**config.mk**
```make
export PLATFORM = sky130hd
export DESIGN_NAME = fetch_queue_unit
export DESIGN_NICKNAME = d
export VERILOG_FILES = /design/src/rtl/mips_pkg.sv /design/src/rtl/prefetch_fifo.sv /design/src/rtl/fetch_queue_unit.sv
export SDC_FILE = /design/constraint.sdc
export NUM_CORES = 1
export LEC_CHECK = 0
export BUFFER_PORTS_ARGS = -buffer_cell sky130_fd_sc_hd__buf_2
export CORE_UTILIZATION = 35
export CTS_BUF_LIST = sky130_fd_sc_hd__clkbuf_4 sky130_fd_sc_hd__clkbuf_8 sky130_fd_sc_hd__clkbuf_16
export DETAILED_ROUTE_END_ITERATION = 8
export GPL_TIMING_DRIVEN = 0
export HOLD_SLACK_MARGIN = 0.08
export SYNTH_ARGS = -nofsm -noshare
export SYNTH_HDL_FRONTEND = slang
export SYNTH_SLANG_ARGS = --single-unit
```
**constraint.sdc**
```tcl
create_clock -name clk -period 4.05 [get_ports clk]
set_clock_uncertainty 0.15 [all_clocks]
set_input_delay 0 -clock clk [delete_from_list [all_inputs] [get_ports clk]]
set_output_delay 0 -clock clk [all_outputs]
set_load 0.05 [all_outputs]
```
**src/rtl/mips_pkg.sv**
```systemverilog
// -----------------------------------------------------------------------------
// mips_pkg
//   Constants and types shared by the MIPS instruction-fetch front end.
//   No ports. Provides address/instruction widths, the reset fetch address,
//   the packed queue entry layout and a word-address increment helper.
// -----------------------------------------------------------------------------
package mips_pkg;

    localparam int ADDR_W = 30;  // word address, byte address bits [31:2]
    localparam int INST_W = 32;
    localparam int FIFO_W = ADDR_W + INST_W;

    localparam logic [ADDR_W-1:0] RESET_PC_WORD = 30'h100000;  // byte 0x00400000
    localparam logic [INST_W-1:0] NOP_INST      = 32'h0;

    // One prefetch queue slot: return address of the instruction plus the
    // instruction itself. pc_plus4 occupies the upper bits of the flat vector.
    typedef struct packed {
        logic [ADDR_W-1:0] pc_plus4;
        logic [INST_W-1:0] inst;
    } fetch_entry_t;

    // Next sequential word address; wraps 30'h3FFFFFFF -> 30'h0 silently.
    function automatic logic [ADDR_W-1:0] next_word_addr(input logic [ADDR_W-1:0] addr);
        return addr + 30'd1;
    endfunction

endpackage

```
**src/rtl/prefetch_fifo.sv**
```systemverilog
// -----------------------------------------------------------------------------
// prefetch_fifo
//   Circular buffer of DEPTH entries, WIDTH bits each, with no bypass: a
//   pushed entry is visible at rd_data at the earliest on the next cycle.
//   Ports:
//     clk      in   clock, all updates on the rising edge
//     rst_n    in   synchronous active-low reset; clears pointers, count, storage
//     flush    in   empty the buffer (pointers/count to 0); wins over push/pop
//     push     in   write wr_data at the tail (caller guarantees space or pop)
//     pop      in   advance the head (caller guarantees count != 0)
//     wr_data  in   entry to write
//     rd_data  out  entry at the head slot (stale when count == 0)
//     count    out  occupancy, 0..DEPTH
// -----------------------------------------------------------------------------
module prefetch_fifo
    import mips_pkg::*;
#(
    parameter int DEPTH = 4,
    parameter int WIDTH = FIFO_W,
    localparam int PTR_W = $clog2(DEPTH),
    localparam int CNT_W = $clog2(DEPTH + 1)
) (
    input  logic             clk,
    input  logic             rst_n,
    input  logic             flush,
    input  logic             push,
    input  logic             pop,
    input  logic [WIDTH-1:0] wr_data,
    output logic [WIDTH-1:0] rd_data,
    output logic [CNT_W-1:0] count
);

    logic [WIDTH-1:0] mem_q [DEPTH];
    logic [WIDTH-1:0] mem_d [DEPTH];
    logic [PTR_W-1:0] head_q, head_d;
    logic [PTR_W-1:0] tail_q, tail_d;
    logic [CNT_W-1:0] count_q, count_d;

    always_comb begin
        mem_d   = mem_q;
        head_d  = head_q;
        tail_d  = tail_q;
        count_d = count_q;
        if (flush) begin
            // Storage is left untouched; only the bookkeeping is cleared.
            head_d  = '0;
            tail_d  = '0;
            count_d = '0;
        end else begin
            if (push) begin
                mem_d[tail_q] = wr_data;
                tail_d        = tail_q + 1'b1;  // DEPTH is a power of two: wraps for free
            end
            if (pop) begin
                head_d = head_q + 1'b1;
            end
            count_d = count_q + CNT_W'(push) - CNT_W'(pop);
        end
    end

    always_ff @(posedge clk) begin
        if (!rst_n) begin
            for (int i = 0; i < DEPTH; i++) begin
                mem_q[i] <= '0;
            end
            head_q  <= '0;
            tail_q  <= '0;
            count_q <= '0;
        end else begin
            mem_q   <= mem_d;
            head_q  <= head_d;
            tail_q  <= tail_d;
            count_q <= count_d;
        end
    end

    assign rd_data = mem_q[head_q];
    assign count   = count_q;

endmodule

```
**src/rtl/fetch_queue_unit.sv**
```systemverilog
// -----------------------------------------------------------------------------
// fetch_queue_unit
//   Instruction-fetch front end of the 5-stage MIPS pipeline. Owns the fetch
//   PC, drives the combinational instruction memory and buffers fetched
//   {PC+4, instruction} pairs in a prefetch queue feeding decode.
//   Ports:
//     clk              in   clock
//     reset            in   synchronous active-low reset; beats redirect/push/pop
//     imem_addr        out  word address to instruction memory (= fetch PC)
//     imem_data        in   instruction read combinationally at imem_addr
//     out_valid        out  queue head holds a live instruction for decode
//     out_ready        in   decode takes the head this cycle (~stall)
//     out_inst         out  instruction at the queue head
//     out_pc_plus4     out  word address of the head instruction plus 1
//     redirect         in   taken branch resolved this cycle
//     redirect_target  in   word address to restart fetch from
//     count            out  queue occupancy, 0..DEPTH
//
//   Decode handshake: the head transfers on a cycle where out_valid and
//   out_ready are both high. out_valid never depends on out_ready; out_ready
//   may be driven from anything. While redirect is high out_valid is held low,
//   so a squashed instruction can never transfer.
// -----------------------------------------------------------------------------
module fetch_queue_unit
    import mips_pkg::*;
#(
    parameter int                DEPTH    = 4,
    parameter logic [ADDR_W-1:0] RESET_PC = RESET_PC_WORD,
    localparam int               CNT_W    = $clog2(DEPTH + 1)
) (
    input  logic              clk,
    input  logic              reset,
    output logic [ADDR_W-1:0] imem_addr,
    input  logic [INST_W-1:0] imem_data,
    output logic              out_valid,
    input  logic              out_ready,
    output logic [INST_W-1:0] out_inst,
    output logic [ADDR_W-1:0] out_pc_plus4,
    input  logic              redirect,
    input  logic [ADDR_W-1:0] redirect_target,
    output logic [CNT_W-1:0]  count
);

    localparam logic [CNT_W-1:0] DEPTH_C = CNT_W'(DEPTH);

    logic [ADDR_W-1:0] pc_q, pc_d;
    logic              push;
    logic              pop;
    logic              valid;
    fetch_entry_t      wr_entry;
    fetch_entry_t      head_entry;
    logic [CNT_W-1:0]  fifo_count;

    always_comb begin
        valid = (fifo_count != '0) & ~redirect;
        pop   = valid & out_ready;
        // A full queue can still accept a fetch when the head leaves in the
        // same cycle, so sustained throughput stays at one per cycle.
        push  = ~redirect & ((fifo_count < DEPTH_C) | pop);

        wr_entry.pc_plus4 = next_word_addr(pc_q);
        wr_entry.inst     = imem_data;

        pc_d = pc_q;
        if (redirect) begin
            pc_d = redirect_target;
        end else if (push) begin
            pc_d = next_word_addr(pc_q);
        end
    end

    always_ff @(posedge clk) begin
        if (!reset) begin
            pc_q <= RESET_PC;
        end else begin
            pc_q <= pc_d;
        end
    end

    prefetch_fifo #(
        .DEPTH (DEPTH),
        .WIDTH (FIFO_W)
    ) u_prefetch_fifo (
        .clk     (clk),
        .rst_n   (reset),
        .flush   (redirect),
        .push    (push),
        .pop     (pop),
        .wr_data (wr_entry),
        .rd_data (head_entry),
        .count   (fifo_count)
    );

    assign imem_addr    = pc_q;
    assign out_valid    = valid;
    assign out_inst     = head_entry.inst;
    assign out_pc_plus4 = head_entry.pc_plus4;
    assign count        = fifo_count;

endmodule

```
==> out/qor.json, run 1 <==
{
  "run_status": {
    "status": "finished, violations left",
    "failed_checks": "design-rule violations"
  },
  "detailed_routing": {
    "postRouteAntennaNets": 0,
    "drtIter0Drc": 1064,
    "post-route-drc-count": 18,
    "detailedRoute.firstPassIterationCount": 9,
    "num_vias": 12444,
    "routed_wirelength_um": 46040,
    "wl_per_cell_um": 21.11,
    "routed_via_density": 5.706
  },
  "place": {
    "detailedPlacementHpwl_um": 31920,
    "place.port_buffers": 160,
    "place_ws_ps": 1130,
    "post_dp_cell_area_um2": 14120,
    "gp_routability_congestion": 0.9111
  },
  "layout": {
    "antenna_cells": 0,
    "layout-area-overhead-vs-synth_pct": 25.19,
    "final_layout_size_suffix_gt1_share_pct": 17.85,
    "nNetsFinal": 1771,
    "final_area_um2": 15950
  },
  "cts": {
    "worst_setup_hold_path_clk_slew_ps": 60,
    "worstSkewPairLatency_ps": 570,
    "root_buffer": "sky130_fd_sc_hd__clkbuf_16",
    "number_of_h_tree_levels": 1,
    "total_clock_sinks": 285,
    "clockBufferDepth": 3,
    "tritoncts.num_buffers": 30,
    "cts_tree": "yes"
  },
  "power_and_ir_drop": {
    "ir_worst_vdd_mv": 0.3295,
    "total_power_mw": 7.185,
    "power_density_nw_per_um2": 450.5,
    "total_leakage_power_nw": 5.588
  },
  "synthesis": {
    "synth-edff-count": 0,
    "seq_area_frac_synth_pct": 44.78,
    "ys_ff_latch": 285,
    "synth_cells": 1436,
    "synth_area_per_cell_um2": 8.873,
    "synth-warning-count": 0,
    "mappedNetlistArea_um2": 12740,
    "yosys.cell_types.count": 52,
    "async_flop_share_pct": 0,
    "synth_flop_cell": "sky130_fd_sc_hd__dfxtp_1",
    "syn-num-nets": 1510
  },
  "floorplanning": {
    "die_footprint_um2": 37170,
    "core_region_area_um2": 35660,
    "die_width_um": 192.8,
    "rows": 69,
    "initial_core_utilization_pct": 35.73,
    "design.portCount": 162,
    "height_of_the_die_um": 192.8
  },
  "timing": {
    "fin_tns_setup_ps": 0,
    "worst-slew-pin-transition_ps": 1032,
    "report.final.hold_viol_count": 0,
    "max-slew-margin-rel_pct": 31.23,
    "worst_slack_ps": 1025,
    "setup_viol": 0,
    "drv_slew": 0,
    "achievable-frequency_ghz": 0.3306,
    "rsz0062_at_grt": "false",
    "min_period_over_period_pct": 74.68,
    "whs_ps": 99.93,
    "finalWorstPathRequiredPeriod_ps": 3025
  },
  "critical_path": {
    "worst_setup_ep_type": "output pin",
    "timing.reg2reg.setup_slack_ps": 1030,
    "cp_cell_sequence": "buf_2 > buf_1 > mux4_2 > buf_2",
    "critical_path.max_fanout": 10,
    "worstPathArrival_ps": 2870,
    "crit_slowest_cell": "sky130_fd_sc_hd__buf_1",
    "critPathLaunch": "u_prefetch_fifo.head_q[0]",
    "r2r-start": "u_prefetch_fifo.count[2]",
    "setup.worst_path.start_class": "register",
    "worst_setup_path_endpoint": "out_pc_plus4[22]",
    "worst_path_most_repeated_cell": "sky130_fd_sc_hd__buf_2",
    "r2r_cells": 6,
    "r2r_end": "u_prefetch_fifo.mem_q[36]",
    "crit_required_ps": 3900,
    "critical_path.max_stage_delay_ps": 810,
    "worst-setup-path-type": "reg -> out"
  },
  "global_route": {
    "antenna_found_initial": 0,
    "grt_use_total_pct": 24.63,
    "grt_start_max_net_pins": 16,
    "grt_pass1_wl_um": 70280,
    "first_global_vias": 11932,
    "grt-ovfl-total": 0
  },
  "min_path": {
    "min_path_type": "in -> reg"
  },
  "run": {
    "drv.max_cap_violation_count": 0
  }
}
[worst min-delay path by stage]
stage          cells past startpoint           startpoint  slack (ps)                         end
2_1_floorplan                      2         imem_data[0]         -10    u_prefetch_fifo.mem_q[0]
3_3_place_gp                       3  redirect_target[13]         130               imem_addr[13]
3_5_place_dp                       3   redirect_target[0]         130                imem_addr[0]
4_1_cts                            4        imem_data[20]          90  u_prefetch_fifo.mem_q[206]
5_1_grt                            4        imem_data[18]         100   u_prefetch_fifo.mem_q[18]
6_report                           4        imem_data[26]         100   u_prefetch_fifo.mem_q[88]
[cell usage after synthesis (2+ instances only)]
master                        n  area [um2]
sky130_fd_sc_hd__nand2_1    295        1107
sky130_fd_sc_hd__dfxtp_1    285        5705
sky130_fd_sc_hd__a21oi_1    146       730.7
sky130_fd_sc_hd__clkbuf_1   104       390.4
sky130_fd_sc_hd__o21ai_0     89       445.4
sky130_fd_sc_hd__nor2_1      70       262.8
sky130_fd_sc_hd__a211oi_1    66       495.5
sky130_fd_sc_hd__mux4_2      62        1396
sky130_fd_sc_hd__a31oi_1     59       369.1
sky130_fd_sc_hd__buf_2       24       120.1
sky130_fd_sc_hd__nand3_1     21       105.1
sky130_fd_sc_hd__xnor2_1     19       166.4
sky130_fd_sc_hd__a311oi_1    16       140.1
sky130_fd_sc_hd__and2_1      14       87.58
sky130_fd_sc_hd__nor3_1      13       65.06
sky130_fd_sc_hd__nor4_1      11       68.82
sky130_fd_sc_hd__o31ai_1     11       82.58
sky130_fd_sc_hd__or4_1       11       82.58
sky130_fd_sc_hd__buf_1       10       37.54
sky130_fd_sc_hd__nand4_1     10       62.56
sky130_fd_sc_hd__inv_1        9       33.78
sky130_fd_sc_hd__and3_1       7       43.79
sky130_fd_sc_hd__ha_1         7       87.58
sky130_fd_sc_hd__or3_1        7       43.79
sky130_fd_sc_hd__xor2_1       7       61.31
sky130_fd_sc_hd__and4_1       6       52.55
sky130_fd_sc_hd__o211ai_1     6       45.04
sky130_fd_sc_hd__o31a_1       6       52.55
sky130_fd_sc_hd__nor3b_1      5       37.54
sky130_fd_sc_hd__o2111ai_1    5       43.79
sky130_fd_sc_hd__o21a_1       4       30.03
sky130_fd_sc_hd__nand3b_1     3       22.52
sky130_fd_sc_hd__nor2b_1      3       18.77
sky130_fd_sc_hd__or4b_1       3       30.03
sky130_fd_sc_hd__nand2b_1     2       12.51
sky130_fd_sc_hd__nand4b_1     2       17.52
sky130_fd_sc_hd__o41ai_1      2       17.52
sky130_fd_sc_hd__or4_4        2       22.52
[flip-flops by register name, indices dropped and copies added, names as in the netlist]
register / cells
u_prefetch_fifo.mem_q: 248
u_prefetch_fifo.head_q: 2
u_prefetch_fifo.count: 3
imem_addr: 30
u_prefetch_fifo.tail_q: 2
[layout by cell type, fill, tap and decap left out, types with 7 or more instances in the layout]
cell | synthesis | layout
sky130_fd_sc_hd__nand2_1 | 295 | 295
sky130_fd_sc_hd__dfxtp_1 | 285 | 285
sky130_fd_sc_hd__buf_2 | 24 | 184
sky130_fd_sc_hd__a21oi_1 | 146 | 146
sky130_fd_sc_hd__clkbuf_1 | 104 | 104
sky130_fd_sc_hd__o21ai_0 | 89 | 89
sky130_fd_sc_hd__nor2_1 | 70 | 70
sky130_fd_sc_hd__dlygate4sd3_1 | 0 | 69
sky130_fd_sc_hd__a211oi_1 | 66 | 66
sky130_fd_sc_hd__mux4_2 | 62 | 62
sky130_fd_sc_hd__a31oi_1 | 59 | 59
sky130_fd_sc_hd__clkbuf_16 | 0 | 30
sky130_fd_sc_hd__nand3_1 | 21 | 21
sky130_fd_sc_hd__xnor2_1 | 19 | 19
sky130_fd_sc_hd__a311oi_1 | 16 | 16
sky130_fd_sc_hd__and2_1 | 14 | 14
sky130_fd_sc_hd__nor3_1 | 13 | 13
sky130_fd_sc_hd__or4_1 | 11 | 11
sky130_fd_sc_hd__nor4_1 | 11 | 11
sky130_fd_sc_hd__o31ai_1 | 11 | 11
sky130_fd_sc_hd__buf_1 | 10 | 10
sky130_fd_sc_hd__nand4_1 | 10 | 10
sky130_fd_sc_hd__inv_1 | 9 | 9
sky130_fd_sc_hd__clkbuf_8 | 0 | 9
sky130_fd_sc_hd__xor2_1 | 7 | 7
sky130_fd_sc_hd__and3_1 | 7 | 7
sky130_fd_sc_hd__or3_1 | 7 | 7
sky130_fd_sc_hd__ha_1 | 7 | 7
[logic make-up (layout without fill, tap and decap cells)]
| group | count (synthesis) | after routing | share of synthesized area [%] |
|---|---|---|---|
| AND/OR/NAND/NOR | 490 | 490 | 17.33 |
| AO/OA/AOI/OAI | 416 | 416 | 19.67 |
| flip-flops | 285 | 285 | 44.78 |
| buffers and inverters | 149 | 433 | 4.625 |
| multiplexers | 62 | 62 | 10.96 |
| XOR/XNOR | 26 | 26 | 1.787 |
| adder cells (fa/ha/maj) | 8 | 8 | 0.8445 |
[metal layers]
metal / vias up / track usage (%) / wire (um)
met5: - / 0 / 0
met4: 0 / 7.995 / 1453
met3: 99 / 4.346 / 4041
met2: 583 / 38.70 / 20700
met1: 6030 / 34.04 / 19840
li1: 5732 / - / -
[what timing repair did]
item,CTS,global route
resized for setup,0,0
endpoints found under the setup margin,0,0
hold buffers,69,0
hold endpoints to repair,165,0
setup buffers,0,0
[metrics by stage]
step,utilization (%),cells
4_1_cts,44.73,2181
5_1_grt,44.73,2181
6_report,44.73,2181
3_3_place_gp,39.60,2057
3_5_place_dp,39.60,2057
2_1_floorplan,-,1436
[worst max-delay path: cells and delay by family (launching register included)]
family | cells | cell delay (ps)
buffers and inverters | 3 | 1340
DFF | 1 | 300
muxes | 1 | 660
[area by class of cell]
cell class	count	area [um2]
plain buffers	138	548.0
clock buffers	45	919.6
clock inverters	10	221.5
fillers	3495	19710
inverters	11	41.29
multi-input cells	1002	6446
flip-flops and latches	285	5705
well taps	461	576.8
repair buffers	229	1491
[power by group]
part / leakage (nW) / internal [mW] / total [mW] / switching (mW)
clock: 0.562 / 1.95 / 3.16 / 1.20
sequential: 2.32 / 2.92 / 3.01 / 0.0854
combinational: 2.70 / 0.308 / 1.02 / 0.715
total: 5.59 / 5.18 / 7.19 / 2.00
Power figures use the tool's default switching activity.
==> run 2: changes to the inputs <==
--- a/config.mk
+++ b/config.mk
@@ -5,6 +5,7 @@
 export SDC_FILE = /design/constraint.sdc
 export NUM_CORES = 1
 export LEC_CHECK = 0
+export ABC_AREA = 1
 export BUFFER_PORTS_ARGS = -buffer_cell sky130_fd_sc_hd__buf_2
 export CORE_UTILIZATION = 35
 export CTS_BUF_LIST = sky130_fd_sc_hd__clkbuf_4 sky130_fd_sc_hd__clkbuf_8 sky130_fd_sc_hd__clkbuf_16
==> constraint.sdc (replaced) <==
create_clock -name clk -period 2.95 [get_ports clk]
set_clock_uncertainty 0.15 [all_clocks]
set_input_delay 0 -clock clk [delete_from_list [all_inputs] [get_ports clk]]
set_output_delay 0 -clock clk [all_outputs]
set_load 0.05 [all_outputs]
==> run 2 against run 1 <==
The flow still finishes with violations (design-rule violations). Core utilization grew 0.12 points. Hold slack improved by 69 ps. Critical path depth increased by 2. First-iteration DRC count shrank 2.0%. Non-clock buffer count down 6. Critical endpoint is now out_pc_plus4[19].
==> out/qor.json, run 2 <==
{
  "run_status": {
    "status": "finished, violations left",
    "failed_checks": "design-rule violations"
  },
  "timing": {
    "min_period_over_period_pct": 96.89,
    "report.final.hold_viol_count": {"value": 0, "change": "unchanged"},
    "worst-slew-pin-transition": {"value": 748.5, "unit": "ps", "change": "-283.1 ps"},
    "achievable-frequency_ghz": 0.3499,
    "setup_viol": {"value": 0, "change": "unchanged"},
    "max-slew-margin-rel": {"value": 49.74, "unit": "%", "change": "+19 points"},
    "finalWorstPathRequiredPeriod_ps": 2858,
    "drv_slew": {"value": 0, "change": "unchanged"},
    "fin_tns_setup": {"value": 0, "unit": "ps", "change": "unchanged"},
    "rsz0062_at_grt": "false"
  },
  "cts": {
    "clockBufferDepth": {"value": 3, "change": "unchanged"},
    "worst_setup_hold_path_clk_slew": {"value": 50, "unit": "ps", "change": "about the same"},
    "post-cts-setup-buffers": {"value": 0, "change": "unchanged"},
    "root_buffer": "sky130_fd_sc_hd__clkbuf_16",
    "worstSkewPairLatency": {"value": 520, "unit": "ps", "change": "-50 ps"},
    "cts_tree": "yes",
    "tritoncts.num_buffers": {"value": 35, "change": "+17%"},
    "number_of_h_tree_levels": {"value": 2, "change": "+1"},
    "total_clock_sinks": {"value": 285, "change": "unchanged"}
  },
  "run": {
    "drv.max_cap_violation_count": {"value": 0, "change": "unchanged"}
  },
  "power_and_ir_drop": {
    "power_density": {"value": 604.6, "unit": "nW/um2", "change": "+34%"},
    "ir_worst_vdd": {"value": 0.3666, "unit": "mV", "change": "+11%"},
    "total_leakage_power": {"value": 6.806, "unit": "nW", "change": "+22%"}
  },
  "critical_path": {
    "worst-setup-path-type": "reg -> out",
    "setup.worst_path.start_class": "register",
    "cp_cell_sequence": "buf_2 > clkbuf_2 > clkbuf_1 > nor2_1 > o22ai_1 > buf_2",
    "critPathLaunch": "u_prefetch_fifo.head_q[0]",
    "worst_path_most_repeated_cell": "sky130_fd_sc_hd__buf_2",
    "crit_slowest_cell": "sky130_fd_sc_hd__clkbuf_1",
    "worst_setup_ep_type": "output pin",
    "timing.reg2reg.setup_slack": {"value": 210, "unit": "ps", "change": "-820 ps"},
    "r2r-start": "imem_addr[0]",
    "critical_path.max_stage_delay": {"value": 500, "unit": "ps", "change": "-310 ps"},
    "crit_required": {"value": 2800, "unit": "ps", "change": "-1100 ps"},
    "worstPathArrival": {"value": 2710, "unit": "ps", "change": "-160 ps"},
    "r2r_cells": {"value": 11, "change": "+5"},
    "r2r_end": "imem_addr[20]",
    "critical_path.max_fanout": {"value": 10, "change": "unchanged"}
  },
  "min_path": {
    "hold-path-endpoint": "u_prefetch_fifo.mem_q[9]",
    "min_path_type": "in -> reg",
    "hp-start": "imem_data[9]",
    "hold-path-cell-count": {"value": 4, "change": "unchanged"}
  },
  "floorplanning": {
    "design.portCount": {"value": 162, "change": "unchanged"},
    "initial_core_utilization": {"value": 35.70, "unit": "%", "change": "about the same"},
    "core_region_area": {"value": 35660, "unit": "um2", "change": "unchanged"},
    "rows": {"value": 69, "change": "unchanged"},
    "die_footprint": {"value": 37140, "unit": "um2", "change": "about the same"},
    "die_width": {"value": 192.7, "unit": "um", "change": "about the same"},
    "height_of_the_die": {"value": 192.7, "unit": "um", "change": "about the same"}
  },
  "global_route": {
    "global_route.peak_usage_layer": "met2",
    "grt-ovfl-total": {"value": 0, "change": "unchanged"},
    "groute.layer.met3.usage": {"value": 3.637, "unit": "%", "change": "-0.71 points"},
    "globalRouteMet1Util": {"value": 31.39, "unit": "%", "change": "-2.7 points"},
    "grt_pass1_wl": {"value": 68630, "unit": "um", "change": "-2.4%"},
    "grt_use_total": {"value": 23.87, "unit": "%", "change": "-0.76 points"},
    "grt_start_max_net_pins": {"value": 14, "change": "-2"},
    "global_route.usage.met2": {"value": 39.74, "unit": "%", "change": "+1.0 points"},
    "antenna_found_initial": {"value": 2, "change": "+2"},
    "first_global_vias": {"value": 12401, "change": "+3.9%"}
  },
  "detailed_routing": {
    "wl_per_cell": {"value": 17.21, "unit": "um", "change": "-18%"},
    "routed_wirelength": {"value": 44590, "unit": "um", "change": "-3.1%"},
    "routed_via_density": {"value": 5.085, "change": "-11%"},
    "post-route-drc-count": {"value": 12, "change": "-6"},
    "drtIter0Drc": {"value": 1043, "change": "-2.0%"},
    "num_vias": {"value": 13174, "change": "+5.9%"},
    "detailedRoute.firstPassIterationCount": {"value": 7, "change": "-2"},
    "postRouteAntennaNets": {"value": 0, "change": "unchanged"}
  },
  "synthesis": {
    "synth_largest_area_cell": "sky130_fd_sc_hd__dfxtp_1",
    "synth_flop_cell": "sky130_fd_sc_hd__dfxtp_1",
    "synth-edff-count": {"value": 0, "change": "unchanged"},
    "synth_area_per_cell": {"value": 6.922, "unit": "um2", "change": "-22%"},
    "seq_area_frac_synth": {"value": 44.82, "unit": "%", "change": "about the same"},
    "ys_top_cells_by_area": "sky130_fd_sc_hd__dfxtp_1 (45%), sky130_fd_sc_hd__nor2_1 (16%), sky130_fd_sc_hd__o21ai_0 (11%)",
    "mappedNetlistArea": {"value": 12730, "unit": "um2", "change": "about the same"},
    "synth.cells.most_frequent": "sky130_fd_sc_hd__nor2_1 (541), sky130_fd_sc_hd__dfxtp_1 (285), sky130_fd_sc_hd__o21ai_0 (285)",
    "yosys.cell_types.count": {"value": 31, "change": "-40%"},
    "synth-warning-count": {"value": 0, "change": "unchanged"},
    "ys_ff_latch": {"value": 285, "change": "unchanged"},
    "async_flop_share": {"value": 0, "unit": "%", "change": "unchanged"},
    "syn-num-nets": {"value": 1913, "change": "+27%"},
    "synth.top_cell.area_share": {"value": 44.82, "unit": "%", "change": "about the same"},
    "synth_cells": {"value": 1839, "change": "+28%"},
    "synth.most_common_cell": "sky130_fd_sc_hd__nor2_1"
  },
  "layout": {
    "total_area_of_multi_input_combinational_cells": {"value": 6163, "unit": "um2", "change": "-4.4%"},
    "nNetsFinal": {"value": 2183, "change": "+23%"},
    "mostFrequentLayoutCells": "sky130_fd_sc_hd__nor2_1 (541), sky130_fd_sc_hd__o21ai_0 (285), sky130_fd_sc_hd__dfxtp_1 (284)",
    "regArea": {"value": 5707, "unit": "um2", "change": "about the same"},
    "final_layout_size_suffix_gt1_share": {"value": 13.53, "unit": "%", "change": "-4.3 points"},
    "final_util": {"value": 44.86, "unit": "%", "change": "+0.12 points"},
    "layout-area-overhead-vs-synth_pct": 25.64,
    "mostFrequentLayoutCell": "sky130_fd_sc_hd__nor2_1",
    "largest_register_ffs": {"value": 248, "change": "unchanged"},
    "top_register": "u_prefetch_fifo.mem_q",
    "layout.filler_cells": {"value": 3703, "change": "+6.0%"},
    "final_area": {"value": 15990, "unit": "um2", "change": "+0.27%"}
  },
  "place": {
    "place.port_buffers": {"value": 159, "change": "-0.63%"},
    "post_dp_cell_area": {"value": 14110, "unit": "um2", "change": "about the same"},
    "gp_routability_congestion": {"value": 0.8744, "change": "-4.0%"},
    "detailedPlacementHpwl": {"value": 31510, "unit": "um", "change": "-1.3%"}
  }
}
## run 2: final cells by class
cell class	count	area share [%]
Inverter	84	1.971
Multi-Input combinational cell	1342	38.54
Sequential cell	285	35.68
Clock inverter	7	0.5789
Buffer	127	3.466
Antenna cell	1	0.01565
Tap cell	461	3.606
Timing Repair Buffer	234	9.669
Clock buffer	50	6.477
## run 2: report_power, final
| part | switching (mW) | total (mW) | internal [mW] | leakage, nW |
|---|---|---|---|---|
| clock network | 1.66 | 4.27 | 2.61 | 0.569 |
| logic | 0.944 | 1.32 | 0.380 | 3.92 |
| registers | 0.0983 | 4.08 | 3.98 | 2.32 |
## run 2: layer usage
metal / vias up / part of all wire (%)
met5: - / 0.025
met4: 2 / 2.8
met3: 86 / 7.3
met2: 487 / 45
met1: 6076 / 44
li1: 6523 / -
## run 2: worst max-delay path by stage
stage                                       to  slack, ps
global placement    u_prefetch_fifo.mem_q[170]        440
finish                        out_pc_plus4[19]         90
global route                     imem_addr[20]          5
detailed placement               imem_addr[16]        410
CTS                           out_pc_plus4[19]         20
floorplan             u_prefetch_fifo.count[2]        130
## run 2: cell families after synthesis
kind of cell,synth area share [%]
AOI/OAI and AO/OA,20.98
xor gates and xnor gates,1.396
adders and majority gates,0.8453
buffers and inverters,6.792
DFF,44.82
and+or+nand+nor,25.17
## run 2: through the flow
| stage | power, mW | hold slack [ps] | std cells | worst slack (ps) |
|---|---|---|---|---|
| 3_3_place_gp | 5.386 | 135.5 | 2459 | 437.7 |
| 3_5_place_dp | 5.399 | 132.5 | 2459 | 407.3 |
| 2_1_floorplan | 5.001 | 13.10 | 1839 | 134.9 |
| 6_report | 9.670 | 169.0 | 2591 | 91.78 |
| 5_1_grt | 10.01 | 179.7 | 2591 | 4.673 |
| 4_1_cts | 9.726 | 149.1 | 2591 | 22.90 |
## run 2: critical path: cells and delay by family (launching register included)
family | cells | cell delay (ps)
compound gates | 1 | 340
buf+inv | 4 | 1440
flops | 1 | 300
simple gates | 1 | 110
## run 2: repair_timing
action	4_1_cts	5_1_grt
endpoints found under the setup margin	13	6
gates resized for setup	5	5
hold buffers	75	0
hold endpoints to repair	176	0
